--- src/rtl/timer_array_pkg.sv ---
// Register map constants and channel offset helpers for timer_array.
// Latency: n/a (constants and pure functions only).
// Backpressure: n/a.
package timer_array_pkg;

   localparam int OFF_CLOCK   = 0;
   localparam int OFF_PRE     = 1;
   localparam int OFF_FLAGS   = 2;
   localparam int OFF_IE      = 3;
   localparam int OFF_ARE     = 4;
   localparam int OFF_CH_BASE = 8;

   // Each channel occupies two consecutive words: CNT then RLD.
   function automatic int ch_cnt_off(input int i);
      return OFF_CH_BASE + 2 * i;
   endfunction

   function automatic int ch_rld_off(input int i);
      return OFF_CH_BASE + 2 * i + 1;
   endfunction

endpackage

--- src/rtl/timer_array_if.sv ---
// CPU data-bus view of the timer peripheral: word address, write data, strobes, read data, irq.
// Latency: reads are combinational, writes take effect on the next rising clk edge.
// Backpressure: none; the slave accepts every access in the cycle it is presented.
interface timer_array_if #(
   parameter int WIDTH = 32
);
   logic [WIDTH-1:0] addr;
   logic [WIDTH-1:0] din;
   logic             wen;
   logic             cs;
   logic [WIDTH-1:0] dout;
   logic             irq;

   modport master (output addr, output din, output wen, output cs, input dout, input irq);
   modport slave  (input addr, input din, input wen, input cs, output dout, output irq);
endinterface

--- src/rtl/timer_channel.sv ---
// One down-counter channel: CNT/RLD registers, countdown, optional auto-reload, expiry pulse.
// Latency: CNT updates on the clk edge after a tick or write; o_expire is combinational in the tick cycle.
// Backpressure: none; a CNT write always beats a same-cycle tick.
// Ports: clk/reset; i_tick prescaler tick; i_wr_cnt/i_wr_rld write strobes with i_din;
//        i_are auto-reload enable; o_cnt/o_rld register values; o_expire one-cycle expiry pulse.
module timer_channel #(
   parameter int WIDTH = 32
) (
   input  logic             clk,
   input  logic             reset,
   input  logic             i_tick,
   input  logic             i_wr_cnt,
   input  logic             i_wr_rld,
   input  logic [WIDTH-1:0] i_din,
   input  logic             i_are,
   output logic [WIDTH-1:0] o_cnt,
   output logic [WIDTH-1:0] o_rld,
   output logic             o_expire
);
   logic [WIDTH-1:0] r_cnt;
   logic [WIDTH-1:0] r_rld;
   logic             w_at_one;

   assign w_at_one = (r_cnt == WIDTH'(1));
   // A software load in the same cycle suppresses the expiry.
   assign o_expire = i_tick & w_at_one & ~i_wr_cnt;
   assign o_cnt    = r_cnt;
   assign o_rld    = r_rld;

   always_ff @(posedge clk or posedge reset) begin
      if (reset) begin
         r_cnt <= '0;
         r_rld <= '0;
      end else begin
         if (i_wr_rld)
            r_rld <= i_din;
         if (i_wr_cnt)
            r_cnt <= i_din;
         else if (o_expire)
            r_cnt <= i_are ? r_rld : '0;
         else if (i_tick && (r_cnt > WIDTH'(1)))
            r_cnt <= r_cnt - WIDTH'(1);
         // CNT==0 holds: the channel never underflows.
      end
   end
endmodule

--- src/rtl/timer_array.sv ---
// Memory-mapped timer: shared prescaler, free-running CLOCK, NCH down-counter channels, OR-ed irq.
// Latency: combinational reads; writes and tick effects land on the next clk edge; irq follows FLAGS directly.
// Backpressure: none; every bus access completes in its own cycle.
// Ports: clk; reset (async, active-high); bus (slave modport: addr, din, wen, cs in; dout, irq out).
module timer_array
   import timer_array_pkg::*;
#(
   parameter int WIDTH     = 32,
   parameter int NCH       = 4,
   parameter int ADDR_BITS = 6
) (
   input  logic          clk,
   input  logic          reset,
   timer_array_if.slave  bus
);
   logic [WIDTH-1:0]     r_clock;
   logic [WIDTH-1:0]     r_pre;
   logic [WIDTH-1:0]     r_precnt;
   logic [NCH-1:0]       r_flags;
   logic [NCH-1:0]       r_ie;
   logic [NCH-1:0]       r_are;

   logic [ADDR_BITS-1:0] w_off;
   logic                 w_wr;
   logic                 w_wr_clock;
   logic                 w_wr_pre;
   logic                 w_wr_flags;
   logic                 w_wr_ie;
   logic                 w_wr_are;
   logic                 w_pre_en;
   logic                 w_tick;
   logic [NCH-1:0]       w_expire;
   logic [NCH-1:0]       w_clr;
   logic [WIDTH-1:0]     w_cnt [NCH];
   logic [WIDTH-1:0]     w_rld [NCH];
   logic [WIDTH-1:0]     w_dout;
   logic                 w_unused_addr;

   assign w_off         = bus.addr[ADDR_BITS-1:0];
   assign w_unused_addr = ^bus.addr[WIDTH-1:ADDR_BITS];
   assign w_wr          = bus.cs & bus.wen;
   assign w_wr_clock    = w_wr & (w_off == ADDR_BITS'(OFF_CLOCK));
   assign w_wr_pre      = w_wr & (w_off == ADDR_BITS'(OFF_PRE));
   assign w_wr_flags    = w_wr & (w_off == ADDR_BITS'(OFF_FLAGS));
   assign w_wr_ie       = w_wr & (w_off == ADDR_BITS'(OFF_IE));
   assign w_wr_are      = w_wr & (w_off == ADDR_BITS'(OFF_ARE));

   // PRE=0 disables the prescaler entirely, freezing every counter.
   assign w_pre_en = |r_pre;
   assign w_tick   = w_pre_en & (r_precnt == r_pre);
   assign w_clr    = w_wr_flags ? bus.din[NCH-1:0] : '0;

   always_ff @(posedge clk or posedge reset) begin
      if (reset) begin
         r_clock  <= '0;
         r_pre    <= '0;
         r_precnt <= '0;
         r_flags  <= '0;
         r_ie     <= '0;
         r_are    <= '0;
      end else begin
         if (w_wr_pre) begin
            r_pre    <= bus.din;
            r_precnt <= '0;
         end else if (w_tick) begin
            r_precnt <= '0;
         end else if (w_pre_en) begin
            r_precnt <= r_precnt + WIDTH'(1);
         end

         if (w_wr_clock)
            r_clock <= bus.din;
         else if (w_tick)
            r_clock <= r_clock + WIDTH'(1);

         if (w_wr_ie)
            r_ie <= bus.din[NCH-1:0];
         if (w_wr_are)
            r_are <= bus.din[NCH-1:0];

         // Set after clear so a same-cycle expiry is never lost.
         r_flags <= (r_flags & ~w_clr) | w_expire;
      end
   end

   for (genvar g = 0; g < NCH; g++) begin : g_ch
      timer_channel #(.WIDTH(WIDTH)) u_ch (
         .clk      (clk),
         .reset    (reset),
         .i_tick   (w_tick),
         .i_wr_cnt (w_wr & (w_off == ADDR_BITS'(ch_cnt_off(g)))),
         .i_wr_rld (w_wr & (w_off == ADDR_BITS'(ch_rld_off(g)))),
         .i_din    (bus.din),
         .i_are    (r_are[g]),
         .o_cnt    (w_cnt[g]),
         .o_rld    (w_rld[g]),
         .o_expire (w_expire[g])
      );
   end

   always_comb begin
      w_dout = '0;
      if (bus.cs) begin
         if (w_off == ADDR_BITS'(OFF_CLOCK))      w_dout = r_clock;
         else if (w_off == ADDR_BITS'(OFF_PRE))   w_dout = r_pre;
         else if (w_off == ADDR_BITS'(OFF_FLAGS)) w_dout = WIDTH'(r_flags);
         else if (w_off == ADDR_BITS'(OFF_IE))    w_dout = WIDTH'(r_ie);
         else if (w_off == ADDR_BITS'(OFF_ARE))   w_dout = WIDTH'(r_are);
         for (int i = 0; i < NCH; i++) begin
            if (w_off == ADDR_BITS'(ch_cnt_off(i))) w_dout = w_cnt[i];
            if (w_off == ADDR_BITS'(ch_rld_off(i))) w_dout = w_rld[i];
         end
      end
   end

   assign bus.dout = w_dout;
   assign bus.irq  = |(r_flags & r_ie);
endmodule

--- src/flat_wrapper.sv ---
// flat-port wrapper written by rule: the top's interface ports become plain ports
module timer_array_flat import timer_array_pkg::*;
#(
   parameter int WIDTH     = 32,
   parameter int NCH       = 4,
   parameter int ADDR_BITS = 6
)
  (clk, reset, bus_addr, bus_din, bus_wen, bus_cs, bus_dout, bus_irq);
  timer_array_if #(.WIDTH(WIDTH)) bus_i ();
  input  logic clk;
  input  logic reset;
  input wire logic [$bits(bus_i.addr)-1:0] bus_addr;
  input wire logic [$bits(bus_i.din)-1:0] bus_din;
  input wire logic [$bits(bus_i.wen)-1:0] bus_wen;
  input wire logic [$bits(bus_i.cs)-1:0] bus_cs;
  output wire logic [$bits(bus_i.dout)-1:0] bus_dout;
  output wire logic [$bits(bus_i.irq)-1:0] bus_irq;
  assign bus_i.addr = bus_addr;
  assign bus_i.din = bus_din;
  assign bus_i.wen = bus_wen;
  assign bus_i.cs = bus_cs;
  assign bus_dout = bus_i.dout;
  assign bus_irq = bus_i.irq;
  timer_array #(.WIDTH(WIDTH), .NCH(NCH), .ADDR_BITS(ADDR_BITS)) u_core (.clk(clk), .reset(reset), .bus(bus_i));
endmodule
--- config.mk ---
export PLATFORM = sky130hd
export DESIGN_NAME = timer_array_flat
export DESIGN_NICKNAME = d
export VERILOG_FILES = /design/src/rtl/timer_array_pkg.sv /design/src/rtl/timer_array_if.sv /design/src/rtl/timer_channel.sv /design/src/rtl/timer_array.sv /design/src/flat_wrapper.sv
export SDC_FILE = /design/constraint.sdc
export NUM_CORES = 1
export LEC_CHECK = 0
export ABC_AREA = 1
export CELL_PAD_IN_SITES_DETAIL_PLACEMENT = 1
export CELL_PAD_IN_SITES_GLOBAL_PLACEMENT = 1
export CORE_MARGIN = 4
export CORE_UTILIZATION = 35
export CTS_BUF_LIST = sky130_fd_sc_hd__clkbuf_16
export DETAILED_ROUTE_END_ITERATION = 10
export PLACE_DENSITY_LB_ADDON = 0.1
export SLEW_MARGIN = 25
export SYNTH_ARGS = -nofsm -noshare
export SYNTH_HDL_FRONTEND = slang
export SYNTH_HIERARCHICAL = 1
export SYNTH_SLANG_ARGS = --single-unit
--- constraint.sdc ---
create_clock -name clk -period 9.06 [get_ports clk]
set_input_delay 0.906 -clock clk [delete_from_list [all_inputs] [get_ports clk]]
set_output_delay 0.906 -clock clk [all_outputs]
set_load 0.02 [all_outputs]
# Word-level counts from Yosys, hierarchy flattened
# Index checks and enable logic that the tools add are counted.
word_totals:
  out_inout_bits: 33
  ff_bits: 364
  word_cells: 121
op_classes:
  reduce_logical: 13
  order_cmp: 4
  addsub: 6
  n_eq_ne: 17
  bitwise: 31
  n_mux: 36
op_table:
  columns: ["cell", "count"]
  rows:
  - ["$mux W32", 34]
  - ["$eq A32 B1 Y1 const B", 4]
  - ["$gt A32 B1 Y1 const B", 4]
  - ["$sub A32 B1 Y32 const B", 4]
  - ["$add A32 B1 Y32 const B", 2]
  - ["$eq A6 B4 Y1 const B", 8]
  - ["$eq A32 B32 Y1", 1]
  - ["$reduce_or A32 Y1", 1]
  - ["$and A1 B1 Y1", 23]
  - ["$reduce_bool A3 Y1", 5]
  - ["$eq A6 B2 Y1 const B", 2]
  - ["$and A4 B4 Y4", 2]
  - ["$mux W4", 2]
  - ["$eq A6 B1 Y1 const B", 1]
  - ["$eq A6 B3 Y1 const B", 1]
  - ["$logic_not A6 Y1", 1]
  - ["$logic_and A1 B1 Y1", 4]
  - ["$not A1 Y1", 4]
  - ["$not A4 Y4", 1]
  - ["$or A4 B4 Y4", 1]
  - ["$reduce_or A4 Y1", 1]
  - ["$reduce_bool A2 Y1", 1]

# Longest topological paths before layout
# Gate-level depths: netlist of run 1.
depth:
  word_depth: 15
  mapped_depth: 20
  ltp_nobuf: 18

# Cells and area by module
# Netlist of run 1, hierarchy kept.
by_module_without_submodules:
  columns: ["module", "cells_each", "n_inst", "seq_area_each_um2", "area_each_um2"]
  rows:
  - ["timer_channel", 603, 4, 1601.5, 4112.7]
  - ["timer_array", 1498, 1, 2702.6, 9252.6]

# Worst setup path after synthesis of run 1
# No wires, ideal clock.
synth_path:
  path_type: "input-to-output"
  start: "in bus_addr[5]"
  end: "out bus_dout[0]"
  arrival_ns: 2.323
  t_required_ns: 8.154
  path_stages: 8
  path_slack_ns: 5.831
  path_buffers: 1
  cell_sequence: "nor2_2 > inv_1 > nor2_1 > inv_1 > nor2_1 > clkbuf_1 > a21oi_1 > a21oi_1"
synth_between:
  elab_chain_len: 15
  word_cells_on_any_way: 27
synth_lines:
  columns: ["item", "line", "source"]
  rows:
  - ["from (decl)", "flat_wrapper.sv:12", "input wire logic [$bits(bus_i.addr)-1:0] bus_addr;"]
  - ["$eq A6 B3 Y1", "timer_array.sv:108", "else if (w_off == ADDR_BITS'(OFF_ARE)) w_dout = WIDTH'(r_are);"]
  - ["$mux W4", "timer_array.sv:108", null]
  - ["$mux W32", "timer_array.sv:107", "else if (w_off == ADDR_BITS'(OFF_IE)) w_dout = WIDTH'(r_ie);"]
  - ["$mux W32", "timer_array.sv:106", "else if (w_off == ADDR_BITS'(OFF_FLAGS)) w_dout = WIDTH'(r_flags);"]
  - ["$mux W32", "timer_array.sv:105", "else if (w_off == ADDR_BITS'(OFF_PRE)) w_dout = r_pre;"]
  - ["$mux W32", "timer_array.sv:104", "if (w_off == ADDR_BITS'(OFF_CLOCK)) w_dout = r_clock;"]
  - ["$mux W32", "timer_array.sv:110", "if (w_off == ADDR_BITS'(ch_cnt_off(i))) w_dout = w_cnt[i];"]
  - ["$mux W32", "timer_array.sv:111", "if (w_off == ADDR_BITS'(ch_rld_off(i))) w_dout = w_rld[i];"]
  - ["$mux W32", "timer_array.sv:110", null]
  - ["$mux W32", "timer_array.sv:111", null]
  - ["$mux W32", "timer_array.sv:110", null]
  - ["$mux W32", "timer_array.sv:111", null]
  - ["$mux W32", "timer_array.sv:110", null]
  - ["$mux W32 *", "timer_array.sv:111", null]
  - ["$mux W32 *", "timer_array.sv:103", "if (bus.cs) begin"]
  - ["to (decl)", "flat_wrapper.sv:16", "output wire logic [$bits(bus_i.dout)-1:0] bus_dout;"]
# Mark *: on every way between the ends. The rest lies on a longest branch, timed or not.

# Final worst setup path of run 1
layout_path:
  start: "in bus_addr[5]"
  end: "out bus_dout[22]"
layout_between:
  elab_chain_len: 13
  word_cells_on_any_way: 23
layout_lines:
  columns: ["item", "line"]
  rows:
  - ["$eq A6 B2 Y1", "timer_array.sv:106"]
  - ["$mux W32", "timer_array.sv:106"]
  - ["$mux W32", "timer_array.sv:105"]
  - ["$mux W32", "timer_array.sv:104"]
  - ["$mux W32", "timer_array.sv:110"]
  - ["$mux W32", "timer_array.sv:111"]
  - ["$mux W32", "timer_array.sv:110"]
  - ["$mux W32", "timer_array.sv:111"]
  - ["$mux W32", "timer_array.sv:110"]
  - ["$mux W32", "timer_array.sv:111"]
  - ["$mux W32", "timer_array.sv:110"]
  - ["$mux W32 *", "timer_array.sv:111"]
  - ["$mux W32 *", "timer_array.sv:103"]
# Marked as above.

==> results of run 1 <==
Yosys cell counts, drive strengths merged (34+ instances only):
cell | instances | share of area (%)
nand2 | 1468 | 22
nor2 | 501 | 7.9
dfrtp | 364 | 35
nand3 | 339 | 6.8
inv | 332 | 4.8
o21ai | 212 | 4.1
a21oi | 105 | 2.0
nand4 | 103 | 2.6
mux2 | 100 | 4.4
clkbuf | 86 | 1.3
buf | 61 | 1.5
xor2 | 61 | 2.1
nor3 | 34 | 0.72
how the worst max path moves through the flow:
stage / cells past startpoint / start / slack, ns / end
2_1_floorplan: 1 / reset / 5.31 / u_core/r_are[0]$_DFFE_PP0P_
3_3_place_gp: 11 / bus_addr[5] / 2.74 / bus_dout[22]
3_5_place_dp: 11 / bus_addr[5] / 2.70 / bus_dout[22]
4_1_cts: 11 / bus_addr[5] / 2.70 / bus_dout[22]
5_1_grt: 13 / bus_addr[5] / 2.52 / bus_dout[22]
6_report: 13 / bus_addr[5] / 2.58 / bus_dout[22]
cell type report:
type	instances	area [µm²]	area share, %
clock inverter	34	213	0.739
sequential	364	9110	31.6
clock buffer	49	1230	4.26
timing repair buffer	122	1090	3.79
inverter	338	1290	4.49
tap	959	1200	4.17
multi-input combinational	3061	14700	50.9
antenna	1	2.50	0.00869
per-layer routing:
metal	wire length [µm]	up-vias	global-route usage, %
li1	-	12600	-
met1	55100	13500	43.2
met2	55200	782	49.2
met3	9170	190	6.99
met4	4740	4	10.9
met5	138	-	1.16
worst max-delay path: cells and delay by family:
family / cells / cell delay (ns)
and+or+nand+nor: 6 / 1.96
buffers and inverters: 3 / 1.64
AOI/OAI and AO/OA: 4 / 1.05
through the flow:
| stage | worst slack [ns] | area, µm² | total power, mW |
|---|---|---|---|
| after global routing | 2.52 | 28800 | 4.89 |
| after floorplan | 5.31 | 25700 | 2.46 |
| final | 2.58 | 28800 | 4.67 |
| after CTS | 2.70 | 28800 | 4.70 |
| after global placement | 2.74 | 27300 | 2.82 |
| after detailed placement | 2.70 | 27300 | 2.84 |
power breakdown:
group | switching [mW] | internal (mW)
Clock | 0.807 | 1.03
Combinational | 0.595 | 0.284
Sequential | 0.197 | 1.76
Total | 1.60 | 3.07
placed cells by master (no fill, tap or decap), types with 5 or more instances in the layout:
master	instances
sky130_fd_sc_hd__buf_2	9
sky130_fd_sc_hd__xnor2_1	33
sky130_fd_sc_hd__nor4_1	14
sky130_fd_sc_hd__o211ai_1	11
sky130_fd_sc_hd__xor2_1	61
sky130_fd_sc_hd__clkinv_1	11
sky130_fd_sc_hd__o21ai_1	11
sky130_fd_sc_hd__nor2_2	28
sky130_fd_sc_hd__clkbuf_16	49
sky130_fd_sc_hd__o22ai_1	23
sky130_fd_sc_hd__inv_2	17
sky130_fd_sc_hd__nor2_1	455
sky130_fd_sc_hd__nand3_1	333
sky130_fd_sc_hd__buf_4	45
sky130_fd_sc_hd__nor3_1	30
sky130_fd_sc_hd__inv_1	329
sky130_fd_sc_hd__o21ai_0	201
sky130_fd_sc_hd__or2_2	11
sky130_fd_sc_hd__nand2_2	15
sky130_fd_sc_hd__nand4_1	102
sky130_fd_sc_hd__nand2_1	1445
sky130_fd_sc_hd__a21oi_1	105
sky130_fd_sc_hd__o21bai_1	25
sky130_fd_sc_hd__clkdlybuf4s50_1	65
sky130_fd_sc_hd__mux2_2	100
sky130_fd_sc_hd__nor2_4	17
sky130_fd_sc_hd__nand2_4	8
sky130_fd_sc_hd__ha_1	10
sky130_fd_sc_hd__dfrtp_1	364
sky130_fd_sc_hd__clkinv_2	5
sequential cells by signal, summed over array words and instances, names as in the netlist:
register                cells
u_core/r_are                4
u_core/r_precnt            32
u_core/r_ie                 4
u_core/r_clock             32
u_core/r_flags              4
u_core/r_pre               32
u_core/g_ch.u_ch/o_cnt    128
u_core/g_ch.u_ch/o_rld    128
logic make-up (layout without fill, tap and decap cells):
family | count (synthesis) | in the layout | synth area share, %
simple gates | 2477 | 2477 | 40.8
fa+ha+maj | 10 | 10 | 0.487
flops | 364 | 364 | 35.4
other cells | 0 | 1 | 0
compound gates | 380 | 380 | 7.90
mux | 100 | 100 | 4.38
buf+inv | 485 | 543 | 7.81
xor+xnor | 94 | 94 | 3.20
==> run_results.csv, run 1 <==
group,metric,value,unit
clocking,clkLatencyLatePin,0.62,ns
power_and_ir_drop,worst_ir_drop_vdd,0.000136,V
clocking,cts_num_sinks,364,
worst_setup_path,cp_data_required_time,8.15,ns
clocking,total_cts_buffers,49,
detailed_routing,drcViolationCount,0,
worst_setup_path,r2r_setup_slk,4.90,ns
placement,placed_cells,4843,
sta,rsz0062_at_grt,"no",
worst_setup_path,cp-start-kind,"input pin",
sta,worst_slew_pin_slew,1.26,ns
grt,grt_max_degree,75,
sta,finalSetupViolations,0,
detailed_routing,routed_via_count,27100,
floorplanning,core_area,72800,µm²
floorplanning,chipWidth,279,µm
worst_setup_path,crit_path_max_incr_delay,0.72,ns
finish,finish.net_count,4014,
finish,finish.utilization,39.5,%
detailed_routing,detail_route.iter0.violations,2229,
sta,timing.clock.skew,0.0205,ns
clocking,cts.root.buffer_cell,"sky130_fd_sc_hd__clkbuf_16",
floorplanning,row_count,99,
yosys,postSynthCellCount,3910,
floorplanning,io_pins,101,
hold_path,holdCritStartpoint,"u_core/r_clock[31]$_DFFE_PP0P_",
power_and_ir_drop,power_density,162,nW/µm²
sta,fin_hold_ws,0.524,ns
finish,final_layout_size_suffix_gt1_share,8.37,%
worst_setup_path,critical_path.reg2reg.startpoint,"u_core/r_precnt[24]$_DFFE_PP0P_",
detailed_routing,drt_wl_cell,25.2,µm
yosys,ys_seq_area_share,35.4,%
yosys,syn-mean-instance-area,6.57,µm²
yosys,postSynth.topFlopCell,"sky130_fd_sc_hd__dfrtp_1",
worst_setup_path,endpoint_kind,"output port",
clocking,cts_tree,"built",
hold_path,min-delay-path-class,"reg2reg",
grt,vias_in_the_first_global_route,26800,
clocking,cts_buffer_depth,3,
worst_setup_path,r2r.worst_path.cells,16,
clocking,cts_repair_resize_count,0,
yosys,syn-num-nets,3988,
grt,grt_util_all_layers,31.5,%
placement,gp_congestion,1.11,
sta,slew_viol_final,0,
sta,maxSlewHeadroom,15.0,%
run_status,run_status,"finished clean",
floorplanning,start_util,35.3,%
finish,areaGrowthSynthToFinish,12.0,%
yosys,netlist-cell-type-count,42,
floorplanning,die_area,77800,µm²
job,max_cap_violations,0,
detailed_routing,viasPerCell,5.49,
yosys,seq_cells_post_synth,364,
grt,grt_pass1_wl,183,mm
worst_setup_path,cpMaxStageDelayCell,"sky130_fd_sc_hd__nor2_2",
clocking,clock_slew_seen_by_the_registers_of_the_worst_setup_and_hold_paths,0.06,ns
yosys,syn-cell-area,25700,µm²
sta,final_hold_viol_count,0,
clocking,holdBufCountCts,0,
hold_path,whs_endpoint,"u_core/r_clock[31]$_DFFE_PP0P_",
worst_setup_path,timing.critical_path.cells,"clkdlybuf4s50_1 > nor2_2 > nand3_2 > inv_1 > a21oi_1 > o21ai_0 > o21ai_0 > nand2_1 > nor2_1 > nand3_1 > nand2_1 > a21oi_1 > clkdlybuf4s50_1",
yosys,synth_edf_count,0,
grt,grt-ovfl-total,0,
grt,grt_antenna_before_repair,10,
hold_path,timing.hold.worst_path_depth,2,
sta,tmin_final,6.48,ns
finish,final.fill_count,9415,
detailed_routing,routed_wl,124,mm
yosys,synth.yosys.warnings,6,
detailed_routing,firstDrtPassIters,5,
floorplanning,die_boundary_height,279,µm
power_and_ir_drop,power.leakage,14.8,nW
finish,layout.cells.non_filler,4928,
sta,period_share,71.6,%
worst_setup_path,r2r-end,"u_core/g_ch[0].u_ch/o_cnt[13]$_DFFE_PP0P_",
worst_setup_path,crit_arrival,5.58,ns
clocking,cts.repair_timing.setup_buffer_count,0,
sta,max_clock_freq,154,MHz
placement,port-buffer-count,74,
placement,dp_hpwl,90.0,mm
clocking,h-tree-depth,2,
worst_setup_path,critPathKind,"in2out",
sta,setup_tns,0,ns
yosys,postSynth.asyncResetShare,100,%
detailed_routing,postRouteAntennaNets,0,
worst_setup_path,worstPathMaxFanout,19,
(Power assumes the default switching activity.)
==> run 2, diff against run 1 <==
==> constraint.sdc (replaced) <==
create_clock -name clk -period 5.3 [get_ports clk]
set_input_delay 0.53 -clock clk [delete_from_list [all_inputs] [get_ports clk]]
set_output_delay 0.53 -clock clk [all_outputs]
set_load 0.02 [all_outputs]
==> run_results.csv, run 2 (synthesis gave the netlist of run 1 again) <==
group,metric,value,unit
worst_setup_path,cp_data_required_time,4.77,ns
sta,rsz0062_at_grt,"no",
sta,final_hold_viol_count,0,
clocking,cts_repair_resize_count,0,
hold_path,min-delay-path-class,"in2reg",
job,max_cap_violations,0,
hold_path,whs_endpoint,"u_core/r_pre[11]$_DFFE_PP0P_",
detailed_routing,viasPerCell,5.53,
clocking,cts_tree,"built",
finish,final_layout_size_suffix_gt1_share,9.16,%
worst_setup_path,endpoint_kind,"output port",
finish,highest_count_cells_in_the_layout_ignoring_fill_and_taps,"sky130_fd_sc_hd__nand2_1 (1445), sky130_fd_sc_hd__nor2_1 (455), sky130_fd_sc_hd__dfrtp_1 (364)",
worst_setup_path,critPathKind,"in2out",
clocking,cts_num_sinks,364,
finish,areaGrowthSynthToFinish,13.8,%
sta,setup_slack,0.523,ns
clocking,holdBufCountCts,0,
detailed_routing,firstDrtPassIters,6,
detailed_routing,routed_wl,126,mm
grt,globalRoute.busiestLayer,"met2",
sta,slew_viol_final,0,
worst_setup_path,cp-start-kind,"input pin",
finish,multi_input_comb_area,14600,µm²
clocking,cts.root.buffer_cell,"sky130_fd_sc_hd__clkbuf_16",
sta,max_clock_freq,209,MHz
clocking,h-tree-depth,2,
clocking,clkLatencyLatePin,0.61,ns
finish,final-seq-area,9110,µm²
power_and_ir_drop,worst_ir_drop_vdd,0.000252,V
worst_setup_path,r2r.worst_path.cells,18,
worst_setup_path,r2r_setup_slk,0.95,ns
power_and_ir_drop,power_density,286,nW/µm²
worst_setup_path,worstPathMaxFanout,31,
sta,period_share,90.1,%
hold_path,timing.hold.worst_path_depth,3,
grt,grtUsageMet2,49.7,%
floorplanning,chipWidth,279,µm
sta,worst_slew_pin_slew,1.20,ns
sta,maxSlewHeadroom,19.5,%
placement,port-buffer-count,74,
finish,mostFrequentLayoutCell,"sky130_fd_sc_hd__nand2_1",
worst_setup_path,crit_arrival,4.25,ns
detailed_routing,detail_route.iter0.violations,2614,
floorplanning,die_boundary_height,279,µm
detailed_routing,drt_wl_cell,25.5,µm
detailed_routing,postRouteAntennaNets,0,
placement,gp_congestion,1.13,
hold_path,holdCritStartpoint,"bus_din[11]",
floorplanning,start_util,35.3,%
clocking,total_cts_buffers,48,
finish,final.fill_count,9432,
floorplanning,die_area,77800,µm²
floorplanning,core_area,72800,µm²
sta,timing.clock.skew,0.0231,ns
floorplanning,io_pins,101,
power_and_ir_drop,power.leakage,15.0,nW
clocking,cts.repair_timing.setup_buffer_count,0,
grt,grt_pass1_wl,185,mm
grt,grt-ovfl-total,0,
placement,dp_hpwl,92.8,mm
grt,vias_in_the_first_global_route,27000,
grt,met3_usage,6.05,%
grt,globalRouteMet1Util,44.2,%
sta,setup_tns,0,ns
grt,grt_antenna_before_repair,10,
power_and_ir_drop,totalPowerFinal,8.36,mW
finish,finish.net_count,4044,
worst_setup_path,r2r-end,"u_core/g_ch[0].u_ch/o_cnt[13]$_DFFE_PP0P_",
grt,grt_max_degree,64,
placement,dp_worst_setup_slack,0.756,ns
detailed_routing,routed_via_count,27400,
worst_setup_path,critical_path.reg2reg.startpoint,"u_core/r_precnt[26]$_DFFE_PP0P_",
floorplanning,row_count,99,
sta,finalSetupViolations,0,
run_status,run_status,"finished clean",
detailed_routing,drcViolationCount,0,
grt,grt_util_all_layers,31.9,%
clocking,clock_slew_seen_by_the_registers_of_the_worst_setup_and_hold_paths,0.06,ns
clocking,cts_buffer_depth,3,
sta,tmin_final,4.78,ns
[run 2: cell types whose count changed in the layout (fill, tap and decap cells not counted), moves of 5 or more]
| cell | delta |
|---|---|
| sky130_fd_sc_hd__buf_2 | -6 |
| sky130_fd_sc_hd__clkinv_2 | +5 |
| sky130_fd_sc_hd__buf_4 | +31 |
| sky130_fd_sc_hd__clkdlybuf4s50_1 | +6 |
| sky130_fd_sc_hd__inv_1 | -7 |
| sky130_fd_sc_hd__bufinv_16 | +6 |
[run 2: report_power, final]
group          internal [mW]  switching (mW)  leakage [nW]
Clock                   2.09            1.40         0.835
Combinational          0.494            1.03          9.35
Sequential              3.00           0.338          4.80
[run 2: worst max-delay path by stage]
stage | to | depth (start not counted) | from | slack [ns]
6_report | bus_dout[31] | 14 | bus_addr[2] | 0.52
2_1_floorplan | u_core/r_are[0]$_DFFE_PP0P_ | 1 | reset | 1.92
4_1_cts | bus_dout[31] | 14 | bus_addr[2] | 0.73
5_1_grt | bus_dout[31] | 14 | bus_addr[2] | 0.42
3_3_place_gp | bus_dout[31] | 14 | bus_addr[2] | 0.77
3_5_place_dp | bus_dout[31] | 14 | bus_addr[2] | 0.76
[run 2: final cells by class]
class	count	share of cell area (%)
tap	959	4.10
timing repair buffer	153	4.66
sequential	364	31.1
inverter	338	4.42
clock buffer	50	4.28
antenna	2	0.0171
multi-input combinational	3061	50.1
clock inverter	39	1.33
[run 2: metrics by stage]
stage	hold slack [ns]	std cells	instance area [µm²]	utilization, %
2_1_floorplan	0.474	3910	25700	-
3_3_place_gp	0.509	4874	27600	37.9
3_5_place_dp	0.519	4874	27600	37.9
4_1_cts	0.436	4963	29200	40.1
5_1_grt	0.458	4964	29300	40.2
6_report	0.456	4966	29300	40.2
[run 2: layer usage]
metal | vias up | part of all wire, %
met4 | 4 | 4.1
met1 | 13700 | 45
met3 | 212 | 7.0
li1 | 12700 | -
met2 | 866 | 44
met5 | - | 0.023
[run 2: critical path: stages]
cell                              delay, ns
sky130_fd_sc_hd__clkdlybuf4s50_1       0.66
sky130_fd_sc_hd__inv_1                 0.14
sky130_fd_sc_hd__nand2_1               0.08
sky130_fd_sc_hd__nor2_1                0.07
sky130_fd_sc_hd__nand2_2               0.48
sky130_fd_sc_hd__buf_4                 0.26
sky130_fd_sc_hd__o21ai_0               0.09
sky130_fd_sc_hd__o22ai_1               0.31
sky130_fd_sc_hd__nand4_1               0.51
sky130_fd_sc_hd__a21oi_1               0.31
sky130_fd_sc_hd__nand3_1               0.10
sky130_fd_sc_hd__nand2_1               0.09
sky130_fd_sc_hd__inv_1                 0.05
sky130_fd_sc_hd__clkdlybuf4s50_1       0.53
==> run 3, diff against run 2 <==
--- a/config.mk
+++ b/config.mk
@@ -8,11 +8,11 @@
 export ABC_AREA = 1
 export CELL_PAD_IN_SITES_DETAIL_PLACEMENT = 1
 export CELL_PAD_IN_SITES_GLOBAL_PLACEMENT = 1
-export CORE_MARGIN = 4
+export CORE_MARGIN = 3
 export CORE_UTILIZATION = 35
 export CTS_BUF_LIST = sky130_fd_sc_hd__clkbuf_16
 export DETAILED_ROUTE_END_ITERATION = 10
-export PLACE_DENSITY_LB_ADDON = 0.1
+export PLACE_DENSITY_LB_ADDON = 0.08
 export SLEW_MARGIN = 25
 export SYNTH_ARGS = -nofsm -noshare
 export SYNTH_HDL_FRONTEND = slang
==> run_results.csv, run 3 (synthesis gave the netlist of run 1 again) <==
group,metric,value,unit
clocking,cts.root.buffer_cell,"sky130_fd_sc_hd__clkbuf_16",
power_and_ir_drop,internal-power,5.33,mW
placement,gp_congestion,0.944,
sta,final_hold_viol_count,0,
job,max_cap_violations,0,
clocking,holdBufCountCts,0,
floorplanning,row_count,98,
detailed_routing,firstDrtPassIters,5,
power_and_ir_drop,combinationalPowerShare,18.7,%
placement,port-buffer-count,74,
finish,mostFrequentLayoutCell,"sky130_fd_sc_hd__nand2_1",
clocking,total_cts_buffers,47,
finish,final-seq-area,9110,µm²
clocking,cts_tree,"built",
finish,final.fill_count,9402,
sta,finalSetupViolations,0,
power_and_ir_drop,switchingPower,2.77,mW
detailed_routing,postRouteAntennaNets,0,
power_and_ir_drop,clock_power_share,40.2,%
finish,multi_input_comb_area,14700,µm²
clocking,cts_buffer_depth,3,
power_and_ir_drop,seq_power_share,41.1,%
power_and_ir_drop,totalPowerFinal,8.11,mW
grt,grt-ovfl-total,0,
power_and_ir_drop,worst_ir_drop_vdd,0.000233,V
worst_setup_path,worstPathMaxFanout,15,
floorplanning,die_area,76700,µm²
finish,areaGrowthSynthToFinish,13.2,%
worst_setup_path,cp-start-kind,"input pin",
floorplanning,start_util,35.7,%
sta,timing.clock.skew,0.0314,ns
worst_setup_path,crit_arrival,4.14,ns
clocking,clkLatencyLatePin,0.62,ns
sta,max_clock_freq,214,MHz
power_and_ir_drop,power.leakage,14.9,nW
floorplanning,die_boundary_height,277,µm
grt,grt_util_all_layers,32.6,%
finish,num_antenna_cells,0,
sta,worst_slew_pin_slew,1.17,ns
clocking,h-tree-depth,2,
grt,grt_max_degree,95,
worst_setup_path,cp_data_required_time,4.77,ns
detailed_routing,detail_route.iter0.violations,2295,
grt,grt_pass1_wl,187,mm
sta,tmin_final,4.67,ns
detailed_routing,viasPerCell,5.53,
finish,final_layout_size_suffix_gt1_share,9.08,%
finish,highest_count_cells_in_the_layout_ignoring_fill_and_taps,"sky130_fd_sc_hd__nand2_1 (1445), sky130_fd_sc_hd__nor2_1 (455), sky130_fd_sc_hd__dfrtp_1 (364)",
detailed_routing,drcViolationCount,0,
grt,vias_in_the_first_global_route,26800,
run_status,run_status,"finished clean",
finish,finish.net_count,4038,
sta,maxSlewHeadroom,22.0,%
worst_setup_path,endpoint_kind,"output port",
floorplanning,core_area,72100,µm²
detailed_routing,drt_wl_cell,25.8,µm
placement,dp_hpwl,93.5,mm
sta,setup_tns,0,ns
clocking,cts_num_sinks,364,
clocking,clock_slew_seen_by_the_registers_of_the_worst_setup_and_hold_paths,0.06,ns
sta,rsz0062_at_grt,"no",
floorplanning,io_pins,101,
clocking,cts.repair_timing.setup_buffer_count,0,
clocking,cts_repair_resize_count,0,
sta,period_share,88.1,%
power_and_ir_drop,power_density,279,nW/µm²
detailed_routing,routed_via_count,27400,
hold_path,min-delay-path-class,"in2reg",
worst_setup_path,critPathKind,"in2out",
sta,slew_viol_final,0,
floorplanning,chipWidth,277,µm
grt,grt_antenna_before_repair,3,
power_and_ir_drop,sw_frac_of_total,34.2,%
detailed_routing,routed_wl,128,mm
## run 3: power by group through the flow
stage          Clock [mW]  Combinational [mW]  Sequential, mW
6_report             3.26                1.51            3.33
5_1_grt              3.43                1.69            3.36
4_1_cts              3.32                1.50            3.32
2_1_floorplan           0               0.984            3.22
3_3_place_gp            0                1.46            3.36
3_5_place_dp            0                1.49            3.37
## run 3: worst max-delay path: stages
cell and delay [ns]:
sky130_fd_sc_hd__clkdlybuf4s50_1 0.41, sky130_fd_sc_hd__nor2_2 0.11, sky130_fd_sc_hd__buf_4 0.20, sky130_fd_sc_hd__nand3_1 0.20, sky130_fd_sc_hd__nor2_1 0.68, sky130_fd_sc_hd__a21oi_1 0.13, sky130_fd_sc_hd__o21ai_0 0.16, sky130_fd_sc_hd__o21ai_0 0.14
sky130_fd_sc_hd__nand2_1 0.26, sky130_fd_sc_hd__nor2_1 0.12, sky130_fd_sc_hd__nand3_1 0.19, sky130_fd_sc_hd__nand2_1 0.10, sky130_fd_sc_hd__a21oi_1 0.22, sky130_fd_sc_hd__clkdlybuf4s50_1 0.67
## run 3: worst paths after layout
check | from | cells past startpoint | end | slack [ns]
worst max-delay path | bus_addr[5] | 14 | bus_dout[22] | 0.63
worst min-delay path | bus_din[26] | 3 | u_core/r_pre[26]$_DFFE_PP0P_ | 0.47
worst max register to register | u_core/r_pre[16]$_DFFE_PP0P_ | 19 | u_core/g_ch[3].u_ch/o_cnt[26]$_DFFE_PP0P_ | 0.91
worst min register to register | u_core/g_ch[0].u_ch/o_rld[11]$_DFFE_PP0P_ | 1 | u_core/g_ch[0].u_ch/o_rld[11]$_DFFE_PP0P_ | 0.54
max in group asynchronous | reset | 3 | u_core/g_ch[1].u_ch/o_cnt[2]$_DFFE_PP0P_ | 3.29
min in group asynchronous | reset | 2 | u_core/r_flags[2]$_DFF_PP0_ | 0.76
## run 3: per-layer routing
metal,track usage [%],wire length [µm],up-vias
met2,48.3,54400,859
met4,11.3,4930,0
met1,46.5,58000,13700
met5,0,0,-
met3,7.38,10500,172
li1,-,-,12600
## run 3: cell type report
cell class / count / area share (%)
sequential: 364 / 31.3
multi-input combinational: 3061 / 50.4
tap: 950 / 4.09
timing repair buffer: 148 / 4.62
clock buffer: 48 / 4.13
clock inverter: 38 / 1.05
inverter: 338 / 4.44
## run 3: stage by stage
step / setup slack [ns] / hold WS [ns] / cell area (µm²) / utilization [%] / std cells
after floorplan: 1.92 / 0.474 / 25700 / - / 3910
after global placement: 0.810 / 0.507 / 27500 / 38.2 / 4859
after detailed placement: 0.789 / 0.524 / 27500 / 38.2 / 4859
after CTS: 0.763 / 0.461 / 29000 / 40.3 / 4945
after global routing: 0.553 / 0.486 / 29100 / 40.4 / 4947
final: 0.632 / 0.467 / 29100 / 40.4 / 4947
==> patch: new RTL, config.mk and constraints of run 3 <==
`ADDR_BITS` is set to 6 in 2 places; all go to 5.
--- a/src/rtl/timer_array.sv
+++ b/src/rtl/timer_array.sv
@@ -7,7 +7,7 @@
 #(
    parameter int WIDTH     = 32,
    parameter int NCH       = 4,
-   parameter int ADDR_BITS = 6
+   parameter int ADDR_BITS = 5
 ) (
    input  logic          clk,
    input  logic          reset,
--- a/src/flat_wrapper.sv
+++ b/src/flat_wrapper.sv
@@ -3,7 +3,7 @@
 #(
    parameter int WIDTH     = 32,
    parameter int NCH       = 4,
-   parameter int ADDR_BITS = 6
+   parameter int ADDR_BITS = 5
 )
   (clk, reset, bus_addr, bus_din, bus_wen, bus_cs, bus_dout, bus_irq);
   timer_array_if #(.WIDTH(WIDTH)) bus_i ();
Formal check against the unedited RTL: not equivalent (Yosys sat finds a counterexample within 4 cycles, from zero or initial values and one cycle with reset high).
==> patch against run 3 <==
- setup slack worse by 0.11 ns
- area after synthesis grew 1.2%
- sequential cell count did not move
- design area grew 0.65%
- power is 5.8% higher
- via count is 0.54% higher
- largest cell class unchanged
- global-route usage down 1.1 points
- wire length is 3.5% lower
- sequential power up 6.9%
==> patch: results (changes against run 3) <==
* Grt met3 use at 0.08254 (+0.008694)
* Routability cong. at 0.9487 (+0.52%)
* Largest net degree at the start of global routing at 60 (-37%)
* Worst endpoint data arrival time at 4.25 ns (+0.11 ns)
* Vias in the first global route at 26910 (+0.51%)
* Layout cells sized above 1 at 0.08637 (-0.004450)
* Worst VDD drop at 223.0 uV (-4.1%)
* WL met2 at 49240 microns (-9.5%)
* Post-Synth XOR/XNOR Area at 0.03031 (-0.001719)
* Unique cell type count in the Yosys netlist at 43 (+2.4%)
* M1 WL at 59380 microns (+2.3%)
* Iter 0 DRT Violations at 2366 (+3.1%)
* Drt via density at 5.475 (-1.0%)
* Gr usage total at 0.3149 (-0.01119)
* Reg-to-Reg Start: u_core/r_pre[2]$_DFFE_PP0P_
* DP Worst Slack at 0.6196 ns (-0.1692 ns)
* # fillers at 9529 (+1.4%)
* Syn nets at 4064 (+1.9%)
* Post-Place Cell Area at 0.02782 sq mm (+1.0%)
* Met1 global-route usage at 0.4753 (+0.01003)
* Reg2reg path depth at 16 (-3)
* Initial antenna violation count at 8 (+5)
* Sequential share of the synthesized area at 0.3503 (-0.004109)
* Reg2reg end: u_core/g_ch[2].u_ch/o_cnt[26]$_DFFE_PP0P_
* Area contributors post-synth: dfrtp_1 (35%), nand2_1 (21%), nor2_1 (6.3%)
* DP HPWL at 92200 microns (-1.4%)
* Clk. pwr at 0.00308 W (-6%)
* Post-synth top cells: nand2_1 (1452), nor2_1 (434), inv_1 (384)
* Outcome: complete, no violations
* Post-synthesis adder-cell area fraction at 0.004811 (-0.00005644)
patch: changes by cell type after synthesis, moves of 4 or more:
cell and delta:
a21oi_1 +26, buf_2 +4, inv_1 +65, nand2_1 +6, nand3_1 -36, nand3b_1 +8
nand4_1 +14, nor2_1 -32, o211ai_1 -4, o21ai_0 -11, o21ai_1 +29, or2_0 +4
or2_2 +4
patch: through the flow:
| step | cells | util |
|---|---|---|
| 2_1_floorplan | 3986 | - |
| 3_5_place_dp | 4939 | 0.3793 |
| 5_1_grt | 5023 | 0.3992 |
| 4_1_cts | 5021 | 0.3985 |
| 3_3_place_gp | 4939 | 0.3793 |
| 6_report | 5026 | 0.3993 |
patch: critical path, stage by stage:
cell	delay [ns]
clkdlybuf4s50_1	0.57
inv_2	0.16
nand3_1	0.20
inv_2	0.11
nand2_1	0.44
buf_4	0.35
o22ai_1	0.27
nand3_1	0.22
a21oi_1	0.29
nand4_1	0.35
nand2_1	0.14
inv_1	0.05
clkdlybuf4s50_1	0.53
patch: worst min path at each step:
stage | to | slack (ns)
CTS | u_core/r_clock[30]$_DFFE_PP0P_ | 0.53
global placement | u_core/r_clock[30]$_DFFE_PP0P_ | 0.50
detailed placement | u_core/r_clock[30]$_DFFE_PP0P_ | 0.52
finish | u_core/g_ch[3].u_ch/o_cnt[15]$_DFFE_PP0P_ | 0.48
global route | u_core/g_ch[3].u_ch/o_cnt[15]$_DFFE_PP0P_ | 0.50
floorplan | u_core/r_ie[1]$_DFFE_PP0P_ | 0.47
patch: area by class of cell:
class,instances,area (sq um),area share
antenna,3,7.507,0.0002564
multi-input combinational,3067,14680,0.5012
tap,959,1200,0.04098
clock inverter,34,209.0,0.007136
clock buffer,48,1201,0.04102
sequential,364,9109,0.3111
inverter,404,1540,0.05260
timing repair buffer,147,1339,0.04572
